===== src/rtl/ifft_pkg.sv =====
// rtl/ifft_pkg.sv - shared types and helpers for the IFFT ping-pong sample store
// Purpose : bank-state encoding, default frame depth, address bit-reversal helper.
// Ports   : none (package).
package ifft_pkg;

  localparam int ADDR_WIDTH_DEF = 4;
  localparam int DEPTH          = 2 ** ADDR_WIDTH_DEF;
  localparam int MAX_AW         = 16;

  typedef enum logic [1:0] {
    BANK_EMPTY   = 2'd0,
    BANK_FILLING = 2'd1,
    BANK_FULL    = 2'd2
  } bank_state_t;

  // Reverses the low 'width' bits of k; bits above 'width' come back as zero.
  function automatic logic [MAX_AW-1:0] bitrev(input logic [MAX_AW-1:0] k, input int width);
    logic [MAX_AW-1:0] r;
    r = '0;
    for (int i = 0; i < MAX_AW; i++) begin
      if (i < width) r[i] = k[width-1-i];
    end
    return r;
  endfunction

endpackage


===== src/rtl/ifft_ram_bank.sv =====
// rtl/ifft_ram_bank.sv - one sample bank: synchronous write port, registered read port
// Purpose : stores 2**AW words of WIDTH bits. Read is read-first against a write to the
//           same address in the same cycle; rdata holds its value when re is low.
// Ports   : clk, rst (async active-low, clears rdata only), we/waddr/wdata write port,
//           re/raddr read request, rdata registered read data.
module ifft_ram_bank #(
  parameter int WIDTH = 32,
  parameter int AW    = 4
) (
  input  logic             clk,
  input  logic             rst,
  input  logic             we,
  input  logic [AW-1:0]    waddr,
  input  logic [WIDTH-1:0] wdata,
  input  logic             re,
  input  logic [AW-1:0]    raddr,
  output logic [WIDTH-1:0] rdata
);

  logic [WIDTH-1:0] mem [0:(1<<AW)-1];

  // Contents are deliberately not reset.
  always_ff @(posedge clk) begin
    if (we) mem[waddr] <= wdata;
  end

  always_ff @(posedge clk or negedge rst) begin
    if (!rst) begin
      rdata <= '0;
    end else if (re) begin
      rdata <= mem[raddr];
    end
  end

endmodule


===== src/rtl/ifft_pingpong_ram.sv =====
// rtl/ifft_pingpong_ram.sv - double-buffered complex sample store between mapper and IFFT core
// Purpose : mapper fills one bank (optionally bit-reversed) while the core reads and writes
//           back in place on the other bank; banks swap on frame completion / rd_release.
// Ports   : clk, rst (async active-low)
//           writer : wr_valid, wr_ready, wr_re, wr_im
//           reader : frame_rdy, rd_en, rd_add, rd_valid, rd_re, rd_im
//           in-place write-back : wb_en, wb_add, wb_re, wb_im
//           rd_release : core done with the reader bank
module ifft_pingpong_ram
  import ifft_pkg::*;
#(
  parameter int DATA_WIDTH = 16,
  parameter int ADDR_WIDTH = 4,
  parameter int BITREV_WR  = 1
) (
  input  logic                  clk,
  input  logic                  rst,
  input  logic                  wr_valid,
  output logic                  wr_ready,
  input  logic [DATA_WIDTH-1:0] wr_re,
  input  logic [DATA_WIDTH-1:0] wr_im,
  output logic                  frame_rdy,
  input  logic                  rd_en,
  input  logic [ADDR_WIDTH-1:0] rd_add,
  output logic                  rd_valid,
  output logic [DATA_WIDTH-1:0] rd_re,
  output logic [DATA_WIDTH-1:0] rd_im,
  input  logic                  wb_en,
  input  logic [ADDR_WIDTH-1:0] wb_add,
  input  logic [DATA_WIDTH-1:0] wb_re,
  input  logic [DATA_WIDTH-1:0] wb_im,
  input  logic                  rd_release
);

  localparam int W = 2 * DATA_WIDTH;

  bank_state_t           state_q [2];
  bank_state_t           state_d [2];
  logic                  wsel_q, wsel_d;
  logic                  rsel_q, rsel_d;
  logic [ADDR_WIDTH-1:0] wcnt_q, wcnt_d;
  logic                  rd_sel_q;

  logic                  wr_acc, rd_acc, wb_acc, rel_acc;
  logic [ADDR_WIDTH-1:0] wr_addr;
  logic [1:0]            bank_we;
  logic [1:0]            bank_re;
  logic [ADDR_WIDTH-1:0] bank_waddr [2];
  logic [W-1:0]          bank_wdata [2];
  logic [W-1:0]          bank_rdata [2];

  // ---------------- outputs derived from registered state ----------------
  always_comb begin
    wr_ready = (state_q[wsel_q] != BANK_FULL);
    frame_rdy = (state_q[rsel_q] == BANK_FULL);
  end

  assign wr_acc  = wr_valid & wr_ready;
  assign rd_acc  = rd_en & frame_rdy;
  assign wb_acc  = wb_en & frame_rdy;
  assign rel_acc = rd_release & frame_rdy;

  assign wr_addr = (BITREV_WR != 0) ? ADDR_WIDTH'(bitrev(MAX_AW'(wcnt_q), ADDR_WIDTH)) : wcnt_q;

  // ---------------- next-state ----------------
  // Release and final write always target different banks (the writer cannot
  // accept into a FULL bank), so both updates may land in the same cycle.
  always_comb begin
    state_d = state_q;
    wsel_d  = wsel_q;
    rsel_d  = rsel_q;
    wcnt_d  = wcnt_q;
    if (rel_acc) begin
      state_d[rsel_q] = BANK_EMPTY;
      rsel_d          = ~rsel_q;
    end
    if (wr_acc) begin
      if (&wcnt_q) begin
        state_d[wsel_q] = BANK_FULL;
        wcnt_d          = '0;
        wsel_d          = ~wsel_q;
      end else begin
        state_d[wsel_q] = BANK_FILLING;
        wcnt_d          = wcnt_q + 1'b1;
      end
    end
  end

  // ---------------- state register ----------------
  always_ff @(posedge clk or negedge rst) begin
    if (!rst) begin
      state_q[0] <= BANK_EMPTY;
      state_q[1] <= BANK_EMPTY;
      wsel_q     <= 1'b0;
      rsel_q     <= 1'b0;
      wcnt_q     <= '0;
      rd_valid   <= 1'b0;
      rd_sel_q   <= 1'b0;
    end else begin
      state_q  <= state_d;
      wsel_q   <= wsel_d;
      rsel_q   <= rsel_d;
      wcnt_q   <= wcnt_d;
      rd_valid <= rd_acc;
      // Remembers which bank produced the last read so rd_re/rd_im hold across
      // idle cycles and bank swaps.
      if (rd_acc) rd_sel_q <= rsel_q;
    end
  end

  // ---------------- bank port muxing ----------------
  for (genvar b = 0; b < 2; b++) begin : g_bank
    localparam bit BSEL = (b == 1);

    always_comb begin
      if (wb_acc && (rsel_q == BSEL)) begin
        bank_we[b]    = 1'b1;
        bank_waddr[b] = wb_add;
        bank_wdata[b] = {wb_re, wb_im};
      end else begin
        bank_we[b]    = wr_acc && (wsel_q == BSEL);
        bank_waddr[b] = wr_addr;
        bank_wdata[b] = {wr_re, wr_im};
      end
      bank_re[b] = rd_acc && (rsel_q == BSEL);
    end

    ifft_ram_bank #(
      .WIDTH (W),
      .AW    (ADDR_WIDTH)
    ) u_bank (
      .clk   (clk),
      .rst   (rst),
      .we    (bank_we[b]),
      .waddr (bank_waddr[b]),
      .wdata (bank_wdata[b]),
      .re    (bank_re[b]),
      .raddr (rd_add),
      .rdata (bank_rdata[b])
    );
  end

  assign {rd_re, rd_im} = bank_rdata[rd_sel_q];

endmodule

===== config.mk =====
export PLATFORM = sky130hd
export DESIGN_NAME = ifft_pingpong_ram
export DESIGN_NICKNAME = d
export VERILOG_FILES = /design/src/rtl/ifft_pkg.sv /design/src/rtl/ifft_ram_bank.sv /design/src/rtl/ifft_pingpong_ram.sv
export SDC_FILE = /design/constraint.sdc
export NUM_CORES = 1
export LEC_CHECK = 0
export ABC_AREA = 0
export CAP_MARGIN = 40
export CORE_ASPECT_RATIO = 1.1
export CORE_MARGIN = 5
export CORE_UTILIZATION = 29
export DETAILED_ROUTE_END_ITERATION = 10
export GPL_TIMING_DRIVEN = 0
export PLACE_DENSITY = 0.48
export SKIP_CTS_REPAIR_TIMING = 1
export SLEW_MARGIN = 20
export SYNTH_ARGS = -nofsm -noshare
export SYNTH_HDL_FRONTEND = slang
export SYNTH_SLANG_ARGS = --single-unit

===== constraint.sdc =====
create_clock -name clk -period 3.45 [get_ports clk]
set_input_delay 0.8625 -clock clk [delete_from_list [all_inputs] [get_ports clk]]
set_output_delay 0.8625 -clock clk [all_outputs]
set_load 0.05 [all_outputs]

== After elaboration in Yosys (flattened, before gate mapping) ==
Memory sizes are Yosys's and may differ from the RTL's. A register that Yosys moved wholly into a read port is not among the register bits.
Cells that the tools add are included.

* Memories kept: 2
* Latch bits: 0
* Bits in registers: 12
* Bits of input ports: 78
* Memory bits (read-only): 0
* Word-level logic and storage cells: 73
* Bits in writable memories: 1,024

* Eq/ne operators: 2
* Div/mod/pow operators: 0
* Muxes and demuxes: 27
* Bitwise gates (word level): 17
* $lt $le $gt $ge: 5
* $add $sub $neg: 1
* Multipliers: 0
* Reductions and logical operators: 12
* Shift operators: 0

{| class="wikitable"
|+ Memories
! name !! depth !! width !! read ports !! clocked after memory_dff !! wr ports !! line !! text
|-
| g_bank[0].u_bank.mem || 16 || 32 || 1 || 1 || 1 || ifft_ram_bank.sv:20 || <nowiki>logic [WIDTH-1:0] mem [0:(1<<AW)-1];</nowiki>
|-
| g_bank[1].u_bank.mem || 16 || 32 || 1 || 1 || 1 || ifft_ram_bank.sv:20 ||
|}

{| class="wikitable"
|+ Operator list
! kind !! count
|-
| 32-bit two-way mux || 5
|-
| 4-bit two-way mux || 6
|-
| 2-bit two-way mux || 8
|-
| 1-bit logical AND || 8
|-
| 2-bit greater-or-equal comparator, second input constant || 3
|-
| 1-bit two-way mux || 6
|-
| 1-bit inverter with 2-bit output || 3
|-
| 5-bit AND reduction || 1
|-
| 4-bit by 1-bit adder with 4-bit output, second input constant || 1
|-
| 1-bit AND || 4
|-
| 2-bit AND || 2
|-
| 4-bit AND || 1
|-
| 2-bit demux with 1-bit select || 2
|-
| 2-bit by 1-bit < comparator with 1-bit output, second input constant || 2
|-
| 2-bit inverter || 2
|-
| 4-bit inverter || 1
|-
| 2-bit bitwise OR || 2
|-
| 4-bit AND reduction || 1
|-
| 2-bit equality test, second input constant || 1
|-
| 1-bit zero test || 2
|-
| 2-bit inequality test, second input constant || 1
|-
| 1-bit inverter || 2
|}

== Logic depth before layout (Yosys ltp) ==
* Depth after elaboration: 11
* Gate-level depth with buffers: 9

== By module ==
From an unflattened synthesis, not the netlist that was laid out.

* Cell total of the unflattened synthesis: 1,934
* Area total of the unflattened synthesis: 43,604.3 µm²

{| class="wikitable"
|+ Modules (own cells, without submodules)
! module !! cells an instance !! area an instance (µm²) !! seq. area each (µm²) !! times used
|-
| ifft_ram_bank || 876 || 20,788.7 || 16,175.5 || 2
|-
| ifft_pingpong_ram || 182 || 2,026.9 || 300.3 || 1
|}

== Least setup slack after synthesis ==
No wires, ideal clock.

* Path kind: input-to-reg
* From: in wb_en
* To: mem g_bank[0].u_bank.mem[0][0], enable pin
* Arrival time: 3,088 ps
* Data required time: 3,029 ps
* Stages on the path: 5
* Slack: -59 ps
* Cell sequence: nor4bb_1 > buf_2 > mux2i_1 > nand2_1 > nor2_1

* Word-level cells in the longest chain between the ends: 5

{| class="wikitable"
|+ RTL lines
! what !! line !! text
|-
| start, declared || ifft_pingpong_ram.sv:28 || <nowiki>input logic wb_en,</nowiki>
|-
| 1-bit AND (*) || ifft_pingpong_ram.sv:60 || <nowiki>assign wb_acc = wb_en & frame_rdy;</nowiki>
|-
| 1-bit logical AND (*) || ifft_pingpong_ram.sv:116 || <nowiki>if (wb_acc && (rsel_q == BSEL)) begin</nowiki>
|-
| 1-bit two-way mux || ifft_pingpong_ram.sv:116 ||
|-
| 1-bit two-way mux || ifft_ram_bank.sv:24 || <nowiki>if (we) mem[waddr] <= wdata;</nowiki>
|-
| 1-bit two-way mux (not written as such) || ifft_ram_bank.sv:24 ||
|-
| end, declared || ifft_ram_bank.sv:20 ||
|}

Every way passes the cells marked *; elsewhere a longest branch is shown, timed or not.

== Final worst setup path ==
* From: reg rd_sel_q
* To: out rd_re[1]

* Word-level cells in the longest chain between the ends: 4

{| class="wikitable"
|+ RTL lines
! what !! line !! text
|-
| start, declared || ifft_pingpong_ram.sv:42 || <nowiki>logic rd_sel_q;</nowiki>
|-
| start signal, assigned || ifft_pingpong_ram.sv:107 || <nowiki>if (rd_acc) rd_sel_q <= rsel_q;</nowiki>
|-
| 1-bit inverter with 2-bit output (not written as such) || ifft_pingpong_ram.sv:143 || <nowiki>assign {rd_re, rd_im} = bank_rdata[rd_sel_q];</nowiki>
|-
| 32-bit two-way mux (not written as such) (3 in series) || ifft_pingpong_ram.sv:143 ||
|-
| end, declared || ifft_pingpong_ram.sv:26 || <nowiki>output logic [DATA_WIDTH-1:0] rd_re,</nowiki>
|}

Every way passes these cells. The select of a mux whose other input is x is not followed.

==> summary.md <==
| Metric | Value |
|---|---|
| Count of different cell masters after synthesis | `41` |
| Synth Cell Area | `43090 µm²` |
| Critical Path Fanout Max | `10` |
| Max rail drop VDD | `397.7 µV` |
| Die H | `414.3 µm` |
| Xor and xnor area share after synthesis | `0.02033%` |
| Final setup fails | `0` |
| Post-DP HPWL | `93.91 mm` |
| Status | `complete, no violations` |
| CTS Buf Count | `104` |
| Register bit total from synthesis | `1100` |
| Setup Skew | `0.05555 ns` |
| Slew @ Worst Pin | `0.8841 ns` |
| Power density cells | `577.5 nW/µm²` |
| Cell Rows | `148` |
| Post-synth net total | `2242` |
| Mux share of post-synthesis cell area | `16.48%` |
| Nets | `2539` |
| RSZ-0062 raised after global routing | `no` |
| Initial antenna violation count | `7` |
| Leakage | `0.01768 µW` |
| Worst Hold Slack | `0.08476 ns` |
| Post-synthesis compound-gate area fraction | `3.850%` |
| Data arrival time of the worst path | `2.48 ns` |
| Adder-cell share of the synthesized area | `0.02904%` |
| Fraction of layout cells with a size suffix above 1 | `25.34%` |
| Die area | `156400 µm²` |
| IO Port Bufs | `109` |
| CP delay by family, top | `buffers and inverters` |
| Via density per instance | `5.043` |
| Placeable Area | `147800 µm²` |
| Synth Flop Type | `edfxtp_1` |
| Hold WC Path Type | `in2async` |
| Worst Path Required | `2.59 ns` |
| Commonest non-fill, non-tap cells in the layout | `1024 x edfxtp_1, 192 x mux4_2, 168 x nand2_1` |
| Gpl congestion | `0.8630` |
| Root Buffer | `clkbuf_16` |
| Worst stage delay on the critical path | `0.48 ns` |
| Slowest library cell on the worst path | `mux2_2` |
| Slew Limit Fails | `0` |
| Top-level port count | `113` |
| Synth Warn # | `0` |
| Max-slew headroom | `40.87%` |
| Largest net degree at the start of global routing | `41` |
| Clock slew at reported path FFs | `0.06 ns` |
| Post-layout util | `35.20%` |
| Seq/Total Area, Yosys | `75.78%` |
| Fillers | `13.70k` |
| P&R area growth vs syn | `20.73%` |
| CTS tree | `yes` |
| CP Capture Type | `output port` |
| Initial Utilization | `29.16%` |
| MaxCap Viol Count | `0` |
| DRT Pass-1 Iters | `5` |
| Largest family of logic cells by synthesized area | `multiplexers` |
| Startpoint Class | `register` |
| Final Hold Violating Endpoints | `0` |
| CP Buf/Inv Count | `3` |
| Vias in the first global route | `23.40k` |
| Vias | `22.70k` |
| Die width | `377.5 µm` |
| CTS sink cnt | `1100` |
| Final Cycle Share | `96.90%` |
| Iteration-0 DRC Markers | `2247` |
| Avg Inst Size Synth | `19.92 µm²` |
| Worst-skew pair later-pin latency | `0.72 ns` |
| Max frequency | `299.1 MHz` |
| Total Wirelength | `132.7 mm` |
| First-pass GRT wire length | `184.2 mm` |
| Routed Antenna Nets | `0` |
| Simple-gate share of the synthesized area | `2.381%` |
| H-tree depth | `3` |
| Clock buffer depth | `3` |
| Cell area after layout | `52020 µm²` |
| Cells after Synth | `2163` |
| Total Routing Usage GR | `16.73%` |
| Minimum clock period | `3.343 ns` |
| Crit path cell chain | `clkbuf_1, buf_2, mux2_2, dlymetal6s2s_1` |
| Placed Area | `48420 µm²` |
| GR Overflow Total | `0` |
| DRC Markers | `0` |
| Crit path kind | `reg2out` |
| Drt wl/cell | `29.48 µm` |
| Most common cell after layout, fill and taps aside | `edfxtp_1` |
| Ys async rst share | `6.909%` |
| Post-synth EDFFs | `1024` |
| Post-route setup TNS | `0 ns` |
[Yosys cell counts, drive strengths merged, types with 3 or more instances]
cell type  instances  area share, %
o21a               3          0.052
a22oi            131            2.3
buf               60           0.81
mux4             192             10
a31oi             10           0.15
nand2            168            1.5
inv                8          0.070
mux2             130            3.4
dfrtp             76            4.4
and3               3          0.044
o21ai              3          0.035
nor2              49           0.43
nor2b              4          0.058
nor3               9           0.10
clkbuf            67           0.58
a32oi              3          0.061
mux2i            131            3.0
edfxtp          1024             71
a21oi              5          0.058
nand2b             3          0.044
o211ai            62            1.1
[stage by stage]
stage,total power (µW),worst slack (ns),instances
4_1_cts,30250,-0.5429,4487
3_5_place_dp,19020,-0.6834,4292
5_1_grt,31030,0.009376,4499
2_1_floorplan,17330,-0.05892,2163
3_3_place_gp,18530,-3.443,4222
6_report,30040,0.1070,4501
[worst reg2reg max path: stages (launching register included)]
cell and delay (ns):
dfrtp_1 0.35, buf_2 0.20, nand4b_1 0.51, buf_6 0.37, nor2_1 0.59, clkbuf_1 0.62
o211ai_1 0.39, nand2_1 0.14
[layer usage]
| metal | vias up | global-route usage [%] | part of all wire (%) |
|---|---|---|---|
| met3 | 207 | 2.722 | 6.1 |
| li1 | 9451 | - | - |
| met1 | 12144 | 21.38 | 40 |
| met5 | - | 0 | 0.029 |
| met4 | 6 | 6.378 | 4.0 |
| met2 | 892 | 28.61 | 50 |
[layout make-up]
| type | count | area, µm² | share of cell area (%) |
|---|---|---|---|
| Clock buffer | 133 | 2741 | 5.270 |
| Inverter | 8 | 30.03 | 0.05773 |
| Buffer | 127 | 609.3 | 1.171 |
| Antenna cell | 2 | 5.005 | 0.009621 |
| Clock inverter | 62 | 639.4 | 1.229 |
| Tap cell | 1950 | 2440 | 4.690 |
| Timing Repair Buffer | 191 | 2829 | 5.438 |
| Multi-Input combinational cell | 928 | 10070 | 19.37 |
| Sequential cell | 1100 | 32650 | 62.77 |
[final timing paths]
check	start	endpoint	slack [ns]	cells past startpoint
setup reg to reg	rsel_q	g_bank[1].u_bank.rdata[27]	0.21	7
max in group asynchronous	rst	g_bank[1].u_bank.rdata[18]	2.58	2
hold / removal	rst	state_q[1]	0.08	1
setup / recovery	rd_sel_q	rd_re[1]	0.11	4
min in group clk	g_bank[1].u_bank.rdata[0]	g_bank[1].u_bank.rdata[0]	0.52	2
hold reg to reg	g_bank[1].u_bank.rdata[0]	g_bank[1].u_bank.rdata[0]	0.52	2
[registers in the layout, indices dropped and copies added (netlist names)]
signal / flops
g_bank.u_bank.mem: 1024
rd_valid: 1
rsel_q: 1
state_q: 4
wcnt_q: 4
g_bank.u_bank.rdata: 64
wsel_q: 1
rd_sel_q: 1
[power by group]
group / internal [µW] / switching (µW) / total, µW / leakage [µW]
Sequential: 15400 / 267 / 15700 / 0.0103
Combinational: 1090 / 2000 / 3090 / 0.00578
Clock: 6210 / 5080 / 11300 / 0.00163
Total: 22700 / 7350 / 30000 / 0.0177
[logic make-up (layout without fill, tap and decap cells)]
family	count (synthesis)	count (layout)
flip-flops	1100	1100
buffers and inverters	135	521
adder cells (fa/ha/maj)	1	1
multiplexers	453	453
XOR/XNOR	1	1
other	0	2
AO/OA/AOI/OAI	224	224
AND/OR/NAND/NOR	249	249
Note: power is estimated with default switching activity, not from simulation.
